`src/rtl/posicionamento_pkg.sv`:
```
// Shared types for the fleet placement block: ship type codes, FSM state
// encoding, per-type count vector and the helpers that walk the fleet list.
// Pure declarations; no latency or flow control of its own.
package posicionamento_pkg;

  localparam logic [2:0] TIPO_NENHUM = 3'd0;
  localparam logic [2:0] TIPO_SUB    = 3'd1;
  localparam logic [2:0] TIPO_CRUZ   = 3'd2;
  localparam logic [2:0] TIPO_HIDRO  = 3'd3;
  localparam logic [2:0] TIPO_ENC    = 3'd4;
  localparam logic [2:0] TIPO_PA     = 3'd5;

  typedef enum logic [3:0] {
    ST_IDLE,
    ST_DIRECAO,
    ST_ORIENTACAO,
    ST_DEF_X,
    ST_DEF_Y,
    ST_VERIFICA,
    ST_ESPERA,
    ST_ARMAZENA,
    ST_PRONTO
  } estado_t;

  // Piece count per ship type, indexed directly by the type code 1..5.
  typedef logic [5:1][3:0] contagens_t;

  function automatic logic [3:0] contagem(input logic [2:0] tipo, input contagens_t qt);
    case (tipo)
      TIPO_SUB:   return qt[1];
      TIPO_CRUZ:  return qt[2];
      TIPO_HIDRO: return qt[3];
      TIPO_ENC:   return qt[4];
      TIPO_PA:    return qt[5];
      default:    return 4'd0;
    endcase
  endfunction

  // Lowest type code above 'atual' that has pieces to place, or TIPO_NENHUM.
  // Scanning downwards lets the last hit be the smallest qualifying code.
  function automatic logic [2:0] next_tipo(input logic [2:0] atual, input contagens_t qt);
    logic [2:0] r;
    r = TIPO_NENHUM;
    for (int t = 5; t >= 1; t--) begin
      if (t > int'(atual) && qt[t] != 4'd0) r = 3'(t);
    end
    return r;
  endfunction

endpackage

```
`src/rtl/detector_borda.sv`:
```
// Falling-edge event detector for an active-low push button, gated by enable.
// Latency: event is asserted in the cycle the pressed level is first seen.
// Backpressure: none; history tracks the button even while events are gated.
// Ports: clk, reset (sync, high), enable (0 drops events), botao (active-low
//        level), evento (single-cycle press pulse).
module detector_borda (
  input  logic clk,
  input  logic reset,
  input  logic enable,
  input  logic botao,
  output logic evento
);

  logic historico;

  always_ff @(posedge clk) begin
    if (reset) historico <= 1'b1;
    else       historico <= botao;
  end

  assign evento = enable & historico & ~botao;

endmodule

```
`src/rtl/posicionador_frota.sv`:
```
// Piece-placement controller: walks one or two players through placing the
// configured fleet, with a check request/response handshake per piece.
// Latency: every output is registered, one cycle after the triggering event.
// Backpressure: waits indefinitely in ESPERA for check_done; enable=0 freezes.
// Ports: clk, reset (sync, high), enable, enter/select (active-low buttons),
//        mode (0 PvP, 1 vs CPU), conflito/check_done (checker response);
//        ready, valida, gravar, erro (strobes/flags), tipo, jogador, X1, Y1,
//        direcao, orientacao, restantes (current piece description).
module posicionador_frota
  import posicionamento_pkg::*;
#(
  parameter int COORD_W   = 3,
  parameter int BOARD_MAX = 7,
  parameter int QT_SUB    = 5,
  parameter int QT_CRUZ   = 2,
  parameter int QT_HIDRO  = 2,
  parameter int QT_ENC    = 1,
  parameter int QT_PA     = 1
) (
  input  logic               clk,
  input  logic               reset,
  input  logic               enable,
  input  logic               enter,
  input  logic               select,
  input  logic               mode,
  input  logic               conflito,
  input  logic               check_done,
  output logic               ready,
  output logic               valida,
  output logic               gravar,
  output logic               erro,
  output logic [2:0]         tipo,
  output logic               jogador,
  output logic [COORD_W-1:0] X1,
  output logic [COORD_W-1:0] Y1,
  output logic               direcao,
  output logic               orientacao,
  output logic [3:0]         restantes
);

  localparam contagens_t QT = {4'(QT_PA), 4'(QT_ENC), 4'(QT_HIDRO), 4'(QT_CRUZ), 4'(QT_SUB)};
  localparam logic [2:0] PRIMEIRO = next_tipo(TIPO_NENHUM, QT);
  localparam logic [COORD_W-1:0] COORD_MAX = COORD_W'(BOARD_MAX);

  logic       ent_ev;
  logic       sel_ev;
  logic       modo_cpu;
  logic [2:0] proximo;
  estado_t    estado;

  detector_borda u_borda_enter (
    .clk    (clk),
    .reset  (reset),
    .enable (enable),
    .botao  (enter),
    .evento (ent_ev)
  );

  detector_borda u_borda_select (
    .clk    (clk),
    .reset  (reset),
    .enable (enable),
    .botao  (select),
    .evento (sel_ev)
  );

  assign proximo = next_tipo(tipo, QT);

  // Every branch tests ent_ev before sel_ev, so a simultaneous select is lost.
  always_ff @(posedge clk) begin
    if (reset) begin
      estado     <= ST_IDLE;
      modo_cpu   <= 1'b0;
      ready      <= 1'b0;
      valida     <= 1'b0;
      gravar     <= 1'b0;
      erro       <= 1'b0;
      tipo       <= TIPO_NENHUM;
      jogador    <= 1'b0;
      X1         <= '0;
      Y1         <= '0;
      direcao    <= 1'b0;
      orientacao <= 1'b0;
      restantes  <= '0;
    end else if (enable) begin
      valida <= 1'b0;
      gravar <= 1'b0;
      erro   <= 1'b0;
      case (estado)
        ST_IDLE: begin
          if (ent_ev) begin
            // Opponent type is latched here only; later mode changes are ignored.
            modo_cpu  <= mode;
            tipo      <= PRIMEIRO;
            restantes <= contagem(PRIMEIRO, QT);
            if (PRIMEIRO == TIPO_NENHUM) begin
              ready  <= 1'b1;
              estado <= ST_PRONTO;
            end else begin
              estado <= ST_DIRECAO;
            end
          end
        end
        ST_DIRECAO: begin
          if (ent_ev)      estado  <= ST_ORIENTACAO;
          else if (sel_ev) direcao <= ~direcao;
        end
        ST_ORIENTACAO: begin
          if (ent_ev)      estado     <= ST_DEF_X;
          else if (sel_ev) orientacao <= ~orientacao;
        end
        ST_DEF_X: begin
          if (ent_ev)      estado <= ST_DEF_Y;
          else if (sel_ev) X1     <= (X1 == COORD_MAX) ? '0 : X1 + COORD_W'(1);
        end
        ST_DEF_Y: begin
          if (ent_ev) begin
            valida <= 1'b1;
            estado <= ST_VERIFICA;
          end else if (sel_ev) begin
            Y1 <= (Y1 == COORD_MAX) ? '0 : Y1 + COORD_W'(1);
          end
        end
        // check_done is deliberately not looked at while the request is out.
        ST_VERIFICA: estado <= ST_ESPERA;
        ST_ESPERA: begin
          if (check_done) begin
            if (conflito) begin
              erro   <= 1'b1;
              estado <= ST_DIRECAO;
            end else begin
              estado <= ST_ARMAZENA;
            end
          end
        end
        ST_ARMAZENA: begin
          if (ent_ev) begin
            gravar <= 1'b1;
            estado <= ST_DIRECAO;
            if (restantes > 4'd1) begin
              restantes <= restantes - 4'd1;
            end else if (proximo != TIPO_NENHUM) begin
              tipo      <= proximo;
              restantes <= contagem(proximo, QT);
            end else if (!jogador && !modo_cpu) begin
              jogador   <= 1'b1;
              tipo      <= PRIMEIRO;
              restantes <= contagem(PRIMEIRO, QT);
            end else begin
              ready     <= 1'b1;
              tipo      <= TIPO_NENHUM;
              restantes <= '0;
              estado    <= ST_PRONTO;
            end
          end
        end
        ST_PRONTO: estado <= ST_PRONTO;
        default:   estado <= ST_IDLE;
      endcase
    end
  end

endmodule
```
`config.mk`:
```
export PLATFORM = sky130hd
export DESIGN_NAME = posicionador_frota
export DESIGN_NICKNAME = d
export VERILOG_FILES = /design/src/rtl/posicionamento_pkg.sv /design/src/rtl/detector_borda.sv /design/src/rtl/posicionador_frota.sv
export SDC_FILE = /design/constraint.sdc
export NUM_CORES = 1
export LEC_CHECK = 0
export CORE_ASPECT_RATIO = 1.25
export CORE_MARGIN = 2
export CORE_UTILIZATION = 45
export DETAILED_ROUTE_END_ITERATION = 10
export PLACE_DENSITY = 0.7
export SYNTH_ARGS = -nofsm -noshare
export SYNTH_HDL_FRONTEND = slang
export SYNTH_HIERARCHICAL = 1
export SYNTH_SLANG_ARGS = --single-unit
```
`constraint.sdc`:
```
create_clock -name clk -period 2 [get_ports clk]
set_input_delay 0.2 -clock clk [delete_from_list [all_inputs] [get_ports clk]]
set_output_delay 0.2 -clock clk [all_outputs]
set_load 0.005 [all_outputs]
```
==> summary.md, run 1 <==
| Metric | Value |
|---|---|
| Synth warnings | `6` |
| Initial DRC Count | `48` |
| Final HPWL DP | `2.62 mm` |
| Pin count of the biggest net entering global routing | `19` |
| Final nets | `216` |
| Synth Area per Inst | `8.59 um^2` |
| Max Clk Rate | `530 MHz` |
| Worst VDD drop | `0.369 mV` |
| Seq/Total Area, Yosys | `0.354` |
| Post-CTS Hold Buffers | `0` |
| Worst-path clk slew | `0.09 ns` |
| Clk_skew | `0.00576 ns` |
| CTS sink cnt | `27` |
| Synth top area cells | `dfxtp_1, ha_1, nor2_1` |
| Worst R2R Start | `restantes[1]` |
| FP Rows | `23` |
| Grt ovf | `0` |
| CTS Buf Count | `3` |
| Share of layout cells above drive strength 1 | `0.0995` |
| Seq cells post-synth | `27` |
| Post-CTS setup buffer count | `0` |
| CTS Buffer Depth | `2` |
| Die Span Y | `69.2 um` |
| Worst-case reg-to-reg path depth | `6` |
| Share of the synthesized area in the top cell type | `0.354` |
| Post-route antenna net violation count | `0` |
| Min Clock Period, post-route | `1.89 ns` |
| Post-synth top cells | `dfxtp_1, nor2_1, a21oi_1, nor3_1, inv_1` |
| R2R Setup Slk | `0.11 ns` |
| Placeable Area | `3220 um^2` |
| Routed wl met3 | `192 um` |
| Area grow syn2layout | `23.2%` |
| HP Class | `register to register` |
| Initial core utilization | `0.474` |
| Post-CTS Resized | `1` |
| Root buf cell | `clkbuf_8` |
| Slew Limit Fails | `0` |
| Detailed Routing Iterations Pass 1 | `4` |
| Global-route wire length before repair | `5.82 mm` |
| CP max FO | `6` |
| Minimum hold slack | `0.461 ns` |
| Die width | `56.1 um` |
| Number of global-route vias before repair | `1308` |
| Synth Flop Type | `dfxtp_1` |
| Synth Cell Area | `1530 um^2` |
| Inserted Diodes | `0` |
| GRT Util Overall | `0.183` |
| Crit. Startpoint | `restantes[1]` |
| Worst slew pin tran | `0.548 ns` |
| Async SR Flop Fraction | `0` |
| Worst Path Arrival | `2.07 ns` |
| Synthesized instance count | `178` |
| WS Path Type | `register to register` |
| Outcome | `finished, final reports clean` |
| Post-synth EDFFs | `0` |
| Routed wl met2 | `1.82 mm` |
| Worst EP required | `2.19 ns` |
| Final WL | `3.53 mm` |
| Slew HR | `0.634` |
| Filler cell count in the final layout | `314` |
| Cell taking the most area after synthesis | `dfxtp_1` |
| RR Endpoint | `restantes[3]` |
| Pwr dens | `514 nW/um^2` |
| Leakage | `0.720 nW` |
| Port Buffers | `27` |
| Startpoint types | `register` |
| Number of vias per cell | `5.94` |
| Max Cap Violations | `0` |
| Routed WL per cell | `14.8 um` |
| Clock latency at the later pin of the worst-skew pair | `0.27 ns` |
| Setup crit end | `restantes[3]` |
| Die footprint | `3880 um^2` |
| RePlAce Congestion | `0.787` |
| Most frequent cell after synthesis | `dfxtp_1` |
| CTS tree | `done` |
| Final Hold Viols | `0` |
| Met1 WL | `1.47 mm` |
| Fin crit share | `0.943` |
| Setup WS pre-CTS | `-0.0108 ns` |
| Initial antenna violation count | `0` |
| Top Layer Used | `met4` |
| DRC Markers | `0` |
| Vias | `1414` |
| Synth unique cells | `52` |
| Worst Slack Setup Final | `0.114 ns` |
| Num ports | `28` |
| RSZ-0062 raised after global routing | `no` |
| CTS H-tree depth | `1` |
| # setup viols final | `0` |
| Mapped Nets | `192` |
| Critical path endpoint category | `register` |
-- where the power goes --
group	internal [W]	switching, W	total (W)
Combinational	0.0000471	0.0000545	0.000102
Clock	0.000140	0.000171	0.000311
Sequential	0.000544	0.0000124	0.000557
-- placed cells by master (no fill, tap or decap), types with 2 or more instances in the layout --
| cell | n |
|---|---|
| buf_4 | 5 |
| o21ai_0 | 5 |
| inv_1 | 10 |
| a21oi_1 | 11 |
| o21a_1 | 2 |
| xnor2_1 | 3 |
| ha_1 | 6 |
| nand3_1 | 4 |
| a31oi_1 | 2 |
| o41ai_1 | 2 |
| nor3_1 | 10 |
| and3b_1 | 2 |
| o32ai_1 | 3 |
| o41a_1 | 2 |
| nand2_1 | 8 |
| o31ai_1 | 2 |
| and3b_2 | 2 |
| dfxtp_1 | 26 |
| clkbuf_8 | 3 |
| or4_1 | 2 |
| o21ai_1 | 2 |
| or2_1 | 2 |
| a211oi_1 | 4 |
| a221oi_1 | 2 |
| nand4bb_1 | 2 |
| clkdlybuf4s50_1 | 27 |
| nor2_1 | 19 |
| mux2i_1 | 5 |
-- sequential cells by signal (all words and copies together) (netlist names), 3 cells and up --
| signal | count |
|---|---|
| estado | 4 |
| restantes | 4 |
| X1 | 3 |
| Y1 | 3 |
| tipo | 3 |
-- how the worst min path moves through the flow --
stage,start,to,slack [ns],cells after the start
after CTS,ready,ready,0.47,2
after global routing,ready,ready,0.49,2
final,ready,ready,0.46,2
after global placement,ready,ready,0.44,2
after detailed placement,ready,ready,0.45,2
after floorplan,reset,u_borda_enter/historico,0.30,1
-- stage by stage --
step | area [um^2] | utilization | TNS (ns) | power (W) | std cells
after CTS | 1870 | 0.581 | 0 | 0.000977 | 238
after detailed placement | 1820 | 0.565 | -0.0108 | 0.000666 | 234
after global routing | 1880 | 0.585 | 0 | 0.00102 | 238
after global placement | 1820 | 0.565 | -0.0400 | 0.000664 | 234
after floorplan | 1530 | - | 0 | 0.000626 | 178
final | 1880 | 0.585 | 0 | 0.000969 | 238
-- final cells by class --
type                    count  area, um^2  area share
well taps                  37        46.3      0.0246
clock inverters             1        5.00     0.00266
flip-flops and latches     27         542       0.288
clock buffers               3        41.3      0.0219
inverters                  10        37.5      0.0199
repair buffers             32         308       0.163
multi-input cells         128         905       0.480
-- routing by layer --
metal,global-route usage,up-vias
met4,0.0556,0
met5,0,-
met2,0.332,42
met1,0.213,662
met3,0.0373,5
li1,-,705
-- critical path, stage by stage, from the launching register on --
cell      delay, ns
dfxtp_1        0.39
inv_1          0.08
ha_1           0.26
nor2_4         0.20
nor3_4         0.08
or4_1          0.51
a311oi_1       0.27
-- logic make-up (layout without fill, tap and decap cells) --
family          Yosys count  count (layout)  synth area share
mux                       6               6            0.0401
simple gates             66              66             0.256
fa+ha+maj                 6               6            0.0491
buf+inv                  23              46            0.0655
compound gates           46              46             0.213
flops                    27              27             0.354
xor+xnor                  4               4            0.0229
Power figures use the tool's default switching activity.
==> run 2, diff against run 1 <==
--- a/config.mk
+++ b/config.mk
@@ -6,7 +6,7 @@
 export NUM_CORES = 1
 export LEC_CHECK = 0
 export CORE_ASPECT_RATIO = 1.25
-export CORE_MARGIN = 2
+export CORE_MARGIN = 5
 export CORE_UTILIZATION = 45
 export DETAILED_ROUTE_END_ITERATION = 10
 export PLACE_DENSITY = 0.7
==> run 2 against run 1 <==
- cell area increased by 0.53%
- non-clock buffer count increased by 1
- sequential power about the same
- largest cell class unchanged
==> summary.md, run 2 (same netlist as run 1, synthesis figures left out) <==
| Metric | Value |
|---|---|
| R2R Setup Slk | `0.16 ns (+0.04 ns)` |
| CTS sink cnt | `27 (unchanged)` |
| Slew Limit Fails | `0 (unchanged)` |
| Worst Path Arrival | `2.03 ns (-0.04 ns)` |
| CP max-delay cell | `or4_1` |
| Post-CTS Hold Buffers | `0 (unchanged)` |
| CTS tree | `done` |
| Die Span Y | `75.2 um (+8.7%)` |
| Fin crit share | `0.922 (-0.0214)` |
| Final HPWL DP | `2.69 mm (+2.5%)` |
| Initial antenna violation count | `0 (unchanged)` |
| Worst EP required | `2.19 ns (about the same)` |
| Placeable Area | `3250 um^2 (+0.89%)` |
| Global-route wire length before repair | `5.91 mm (+1.7%)` |
| Pin count of the biggest net entering global routing | `19 (unchanged)` |
| Root buf cell | `clkbuf_8` |
| Share of layout cells above drive strength 1 | `0.114 (+0.0144)` |
| RR Endpoint | `restantes[3]` |
| Post-CTS setup buffer count | `0 (unchanged)` |
| Clk_skew | `0.00311 ns (-0.00266 ns)` |
| Max Cap Violations | `0 (unchanged)` |
| Final nets | `217 (+0.46%)` |
| Worst R2R Start | `restantes[1]` |
| Number of non-filler instances in the completed layout | `239 (+0.42%)` |
| CTS Buffer Depth | `2 (unchanged)` |
| Routed WL per cell | `15.1 um (+1.9%)` |
| Leakage | `0.721 nW (+0.21%)` |
| Num ports | `28 (unchanged)` |
| Commonest non-fill, non-tap cells in the layout | `clkdlybuf4s50_1, dfxtp_1, nor2_1, a21oi_1` |
| Post-route antenna net violation count | `0 (unchanged)` |
| Startpoint types | `register` |
| Area grow syn2layout | `23.9%` |
| Final WL | `3.62 mm (+2.3%)` |
| Critical path endpoint category | `register` |
| Initial DRC Count | `43 (-10%)` |
| CTS Buf Count | `3 (unchanged)` |
| Regs by FF count | `estado (4), restantes (4)` |
| Inserted Diodes | `0 (unchanged)` |
| DRC Markers | `0 (unchanged)` |
| Detailed Routing Iterations Pass 1 | `4 (unchanged)` |
| Die width | `62.1 um (+11%)` |
| Core Util, Final | `0.583 (-0.00209)` |
| CP peak stage delay | `0.54 ns (+0.03 ns)` |
| Pwr dens | `514 nW/um^2 (about the same)` |
| Slew HR | `0.634 (about the same)` |
| Max Clk Rate | `542 MHz (+2.3%)` |
| GRT Util Overall | `0.153 (-0.0303)` |
| Post-CTS Resized | `1 (unchanged)` |
| Outcome | `finished, final reports clean` |
| Port Buffers | `27 (unchanged)` |
| Commonest non-fill, non-tap cell in the layout | `clkdlybuf4s50_1` |
| Worst VDD drop | `0.400 mV (+8.4%)` |
| Total power | `0.000974 W (+0.48%)` |
| Number of vias per cell | `6.03 (+1.5%)` |
| CTS H-tree depth | `1 (unchanged)` |
| RSZ-0062 raised after global routing | `no` |
| HP Class | `register to register` |
| Die footprint | `4670 um^2 (+20%)` |
| Number of global-route vias before repair | `1297 (-0.84%)` |
| Vias | `1441 (+1.9%)` |
| Crit. Startpoint | `restantes[1]` |
| Final Hold Viols | `0 (unchanged)` |
| CP top delay family | `simple AND/OR/NAND/NOR gates` |
| Min Clock Period, post-route | `1.84 ns (-0.0427 ns)` |
| Seq. cell area | `542 um^2 (unchanged)` |
| WS Path Type | `register to register` |
| FP Rows | `23 (unchanged)` |
| DP Cell Count | `235 (+0.43%)` |
| Worst-path clk slew | `0.10 ns (about the same)` |
| Worst slew pin tran | `0.549 ns (+0.000690 ns)` |
| Buf/Inv on CP | `1 (unchanged)` |
| RePlAce Congestion | `0.845 (+7.3%)` |
| Setup crit end | `restantes[3]` |
| Clock latency at the later pin of the worst-skew pair | `0.27 ns (about the same)` |
| CP max FO | `6 (unchanged)` |
| Grt ovf | `0 (unchanged)` |
| Fin Setup TNS | `0 ns (unchanged)` |
| Worst-path cell chain | `inv_1 > ha_1 > nor2_4 > nor3_2 > or4_1 > a311oi_2` |
| # setup viols final | `0 (unchanged)` |
| Worst-case reg-to-reg path depth | `6 (unchanged)` |
| Initial core utilization | `0.470 (-0.00420)` |
| Filler cell count in the final layout | `309 (-1.6%)` |
| Area occupied by multi-input gates | `907 um^2 (+0.28%)` |
| Worst path depth | `6 (unchanged)` |
## run 2: layer usage
metal	GRT usage	part of all wire	vias to the layer above
li1	-	-	704
met1	0.186	0.44	693
met2	0.264	0.50	38
met3	0.0269	0.043	6
met4	0.0723	0.020	0
met5	0	0	-
## run 2: metrics by stage
step | area [um^2] | hold WS, ns | setup WS (ns)
floorplan | 1530 | 0.297 | 0.221
global placement | 1830 | 0.446 | -0.0265
detailed placement | 1830 | 0.453 | -0.0434
CTS | 1880 | 0.466 | 0.0530
global route | 1890 | 0.500 | 0.0215
finish | 1890 | 0.460 | 0.156
## run 2: how the worst min path moves through the flow
stage | startpoint | to | slack [ns] | depth (start not counted)
global route | ready | ready | 0.50 | 2
detailed placement | ready | ready | 0.45 | 2
floorplan | reset | u_borda_enter/historico | 0.30 | 1
CTS | ready | ready | 0.47 | 2
finish | ready | ready | 0.46 | 2
global placement | ready | ready | 0.45 | 2
## run 2: worst reg2reg max path: stages, from the launching register on
cell and delay [ns]:
dfxtp_1 0.38, inv_1 0.08, ha_1 0.25, nor2_4 0.15, nor3_2 0.10, or4_1 0.54
a311oi_2 0.27
## run 2: area by class of cell
| type | instances | area share |
|---|---|---|
| inverters | 10 | 0.0198 |
| clock buffers | 3 | 0.0218 |
| multi-input cells | 128 | 0.479 |
| repair buffers | 33 | 0.166 |
| well taps | 37 | 0.0244 |
| flip-flops and latches | 27 | 0.286 |
| clock inverters | 1 | 0.00264 |
## run 2: where the power goes
group / switching [W] / leakage [nW] / internal (W)
clock: 0.000175 / 0.0255 / 0.000140
combinational: 0.0000548 / 0.477 / 0.0000479
sequential: 0.0000122 / 0.219 / 0.000544
total: 0.000242 / 0.721 / 0.000732
==> run 3, diff against run 2 <==
--- a/config.mk
+++ b/config.mk
@@ -9,7 +9,7 @@
 export CORE_MARGIN = 5
 export CORE_UTILIZATION = 45
 export DETAILED_ROUTE_END_ITERATION = 10
-export PLACE_DENSITY = 0.7
+export PLACE_DENSITY = 0.73
 export SYNTH_ARGS = -nofsm -noshare
 export SYNTH_HDL_FRONTEND = slang
 export SYNTH_HIERARCHICAL = 1
==> constraint.sdc (replaced) <==
create_clock -name clk -period 1.66 [get_ports clk]
set_input_delay 0.166 -clock clk [delete_from_list [all_inputs] [get_ports clk]]
set_output_delay 0.166 -clock clk [all_outputs]
set_load 0.005 [all_outputs]
==> run 3 against run 2 <==
- sequential power rose by 20%
- total power rose by 23%
- via count rose by 6.0%
- core utilization rose by 7.0 points
- fmax rose by 13%
- critical endpoint unchanged
==> summary.md, run 3 (same netlist as run 1, synthesis figures left out) <==
| Metric | Value |
|---|---|
| Outcome | `finished, final reports clean` |
| CTS H-tree depth | `1 (unchanged)` |
| DRC Markers | `0 (unchanged)` |
| Worst EP required | `1.85 ns (-0.34 ns)` |
| # setup viols final | `0 (unchanged)` |
| Max Clk Rate | `614 MHz (+13%)` |
| Worst VDD drop | `0.534 mV (+34%)` |
| Port Buffers | `27 (unchanged)` |
| CTS Buffer Depth | `2 (unchanged)` |
| Final Hold Viols | `0 (unchanged)` |
| Regs by FF count | `estado (4), restantes (4)` |
| FP Rows | `23 (unchanged)` |
| Filler cell count in the final layout | `272 (-12%)` |
| Slew Limit Fails | `0 (unchanged)` |
| WS Path Type | `register to register` |
| Commonest non-fill, non-tap cells in the layout | `clkdlybuf4s50_1, buf_4, dfxtp_1, nor2_1, a21oi_1` |
| Worst-path clk slew | `0.09 ns (about the same)` |
| Clk_skew | `0.00462 ns (+0.00151 ns)` |
| Initial DRC Count | `47 (+9.3%)` |
| Initial core utilization | `0.470 (unchanged)` |
| Number of non-filler instances in the completed layout | `259 (+8.4%)` |
| Grt ovf | `0 (unchanged)` |
| Die Span Y | `75.2 um (unchanged)` |
| Final HPWL DP | `3.06 mm (+14%)` |
| Slew HR | `0.740 (+0.106)` |
| Worst slew pin tran | `0.388 ns (-0.160 ns)` |
| Number of vias per cell | `5.90 (-2.2%)` |
| Die width | `62.1 um (unchanged)` |
| Routed WL per cell | `15.6 um (+3.0%)` |
| CTS tree | `done` |
| Global-route wire length before repair | `6.42 mm (+8.6%)` |
| CTS Buf Count | `3 (unchanged)` |
| RePlAce Congestion | `0.855 (+1.2%)` |
| Final WL | `4.04 mm (+12%)` |
| Detailed Routing Iterations Pass 1 | `4 (unchanged)` |
| DP Cell Count | `255 (+8.5%)` |
| Num ports | `28 (unchanged)` |
| Fin crit share | `0.980 (+0.0585)` |
| CTS sink cnt | `27 (unchanged)` |
| Max Cap Violations | `0 (unchanged)` |
| Die footprint | `4670 um^2 (unchanged)` |
| Clock latency at the later pin of the worst-skew pair | `0.27 ns (about the same)` |
| Placeable Area | `3250 um^2 (unchanged)` |
| Pin count of the biggest net entering global routing | `18 (-1)` |
| Number of global-route vias before repair | `1467 (+13%)` |
| Area grow syn2layout | `38.9%` |
| GRT Util Overall | `0.168 (+0.0148)` |
| Initial antenna violation count | `0 (unchanged)` |
| HP Class | `input port to register` |
| Final nets | `237 (+9.2%)` |
| Core Util, Final | `0.653 (+0.0704)` |
| Min Clock Period, post-route | `1.63 ns (-0.216 ns)` |
| Critical path endpoint category | `register` |
| Pwr dens | `564 nW/um^2 (+9.7%)` |
| Worst Path Arrival | `1.82 ns (-0.21 ns)` |
| Post-route antenna net violation count | `0 (unchanged)` |
| Vias | `1528 (+6.0%)` |
| Startpoint types | `register` |
| Leakage | `0.839 nW (+16%)` |
| Commonest non-fill, non-tap cell in the layout | `clkdlybuf4s50_1` |
| Root buf cell | `clkbuf_8` |
| Inserted Diodes | `0 (unchanged)` |
| CP max FO | `4 (-2)` |
| Share of layout cells above drive strength 1 | `0.257 (+0.143)` |
-- run 3: final cells by class --
class | instances | area (um^2) | share of cell area
timing repair buffer | 53 | 465 | 0.219
multi-input combinational | 128 | 980 | 0.461
clock buffer | 3 | 41.3 | 0.0194
tap | 37 | 46.3 | 0.0218
sequential | 27 | 548 | 0.258
clock inverter | 1 | 5.00 | 0.00236
inverter | 10 | 37.5 | 0.0177
-- run 3: metrics by stage --
step | hold WS, ns | setup slack (ns) | setup TNS, ns | cell area (um^2) | total power [W]
global route | 0.466 | -0.00574 | -0.00574 | 2120 | 0.00126
global placement | 0.448 | -0.134 | -0.936 | 1980 | 0.000823
CTS | 0.461 | -0.0168 | -0.0292 | 2050 | 0.00120
finish | 0.466 | 0.0326 | 0 | 2120 | 0.00120
floorplan | 0.263 | -0.0564 | -0.0564 | 1540 | 0.000755
detailed placement | 0.452 | -0.189 | -1.68 | 1980 | 0.000828
-- run 3: critical path, stage by stage, from the launching register on --
cell and delay (ns):
dfxtp_4 0.39, inv_2 0.06, ha_4 0.17, nor2_4 0.11, nor3_4 0.06, or4_4 0.52
a311oi_2 0.24
-- run 3: path summary, 6_finish.rpt --
| kind | startpoint | endpoint | slack [ns] | cells after the start |
|---|---|---|---|---|
| setup / recovery | restantes[0] | restantes[3] | 0.03 | 6 |
| hold / removal | enter | u_borda_enter/historico | 0.47 | 2 |
| setup reg to reg | restantes[0] | restantes[3] | 0.03 | 6 |
| hold reg to reg | valida | valida | 0.47 | 2 |
-- run 3: timing repair --
action,CTS,global route
pin swaps,3,1
setup buffers,0,0
hold buffers,0,0
resized for setup,5,16
endpoints found under the setup margin,3,8
-- run 3: routing by layer --
layer	track usage	vias to the layer above	wire length, um
met5	0	-	0
met4	0.0795	0	69
met3	0.0388	8	239
met2	0.308	53	2110
met1	0.184	715	1610
li1	-	752	-
-- run 3: power by group --
| group | internal (W) | total [W] | switching [W] |
|---|---|---|---|
| logic | 0.0000800 | 0.000160 | 0.0000800 |
| registers | 0.000655 | 0.000668 | 0.0000131 |
| clock network | 0.000168 | 0.000370 | 0.000202 |
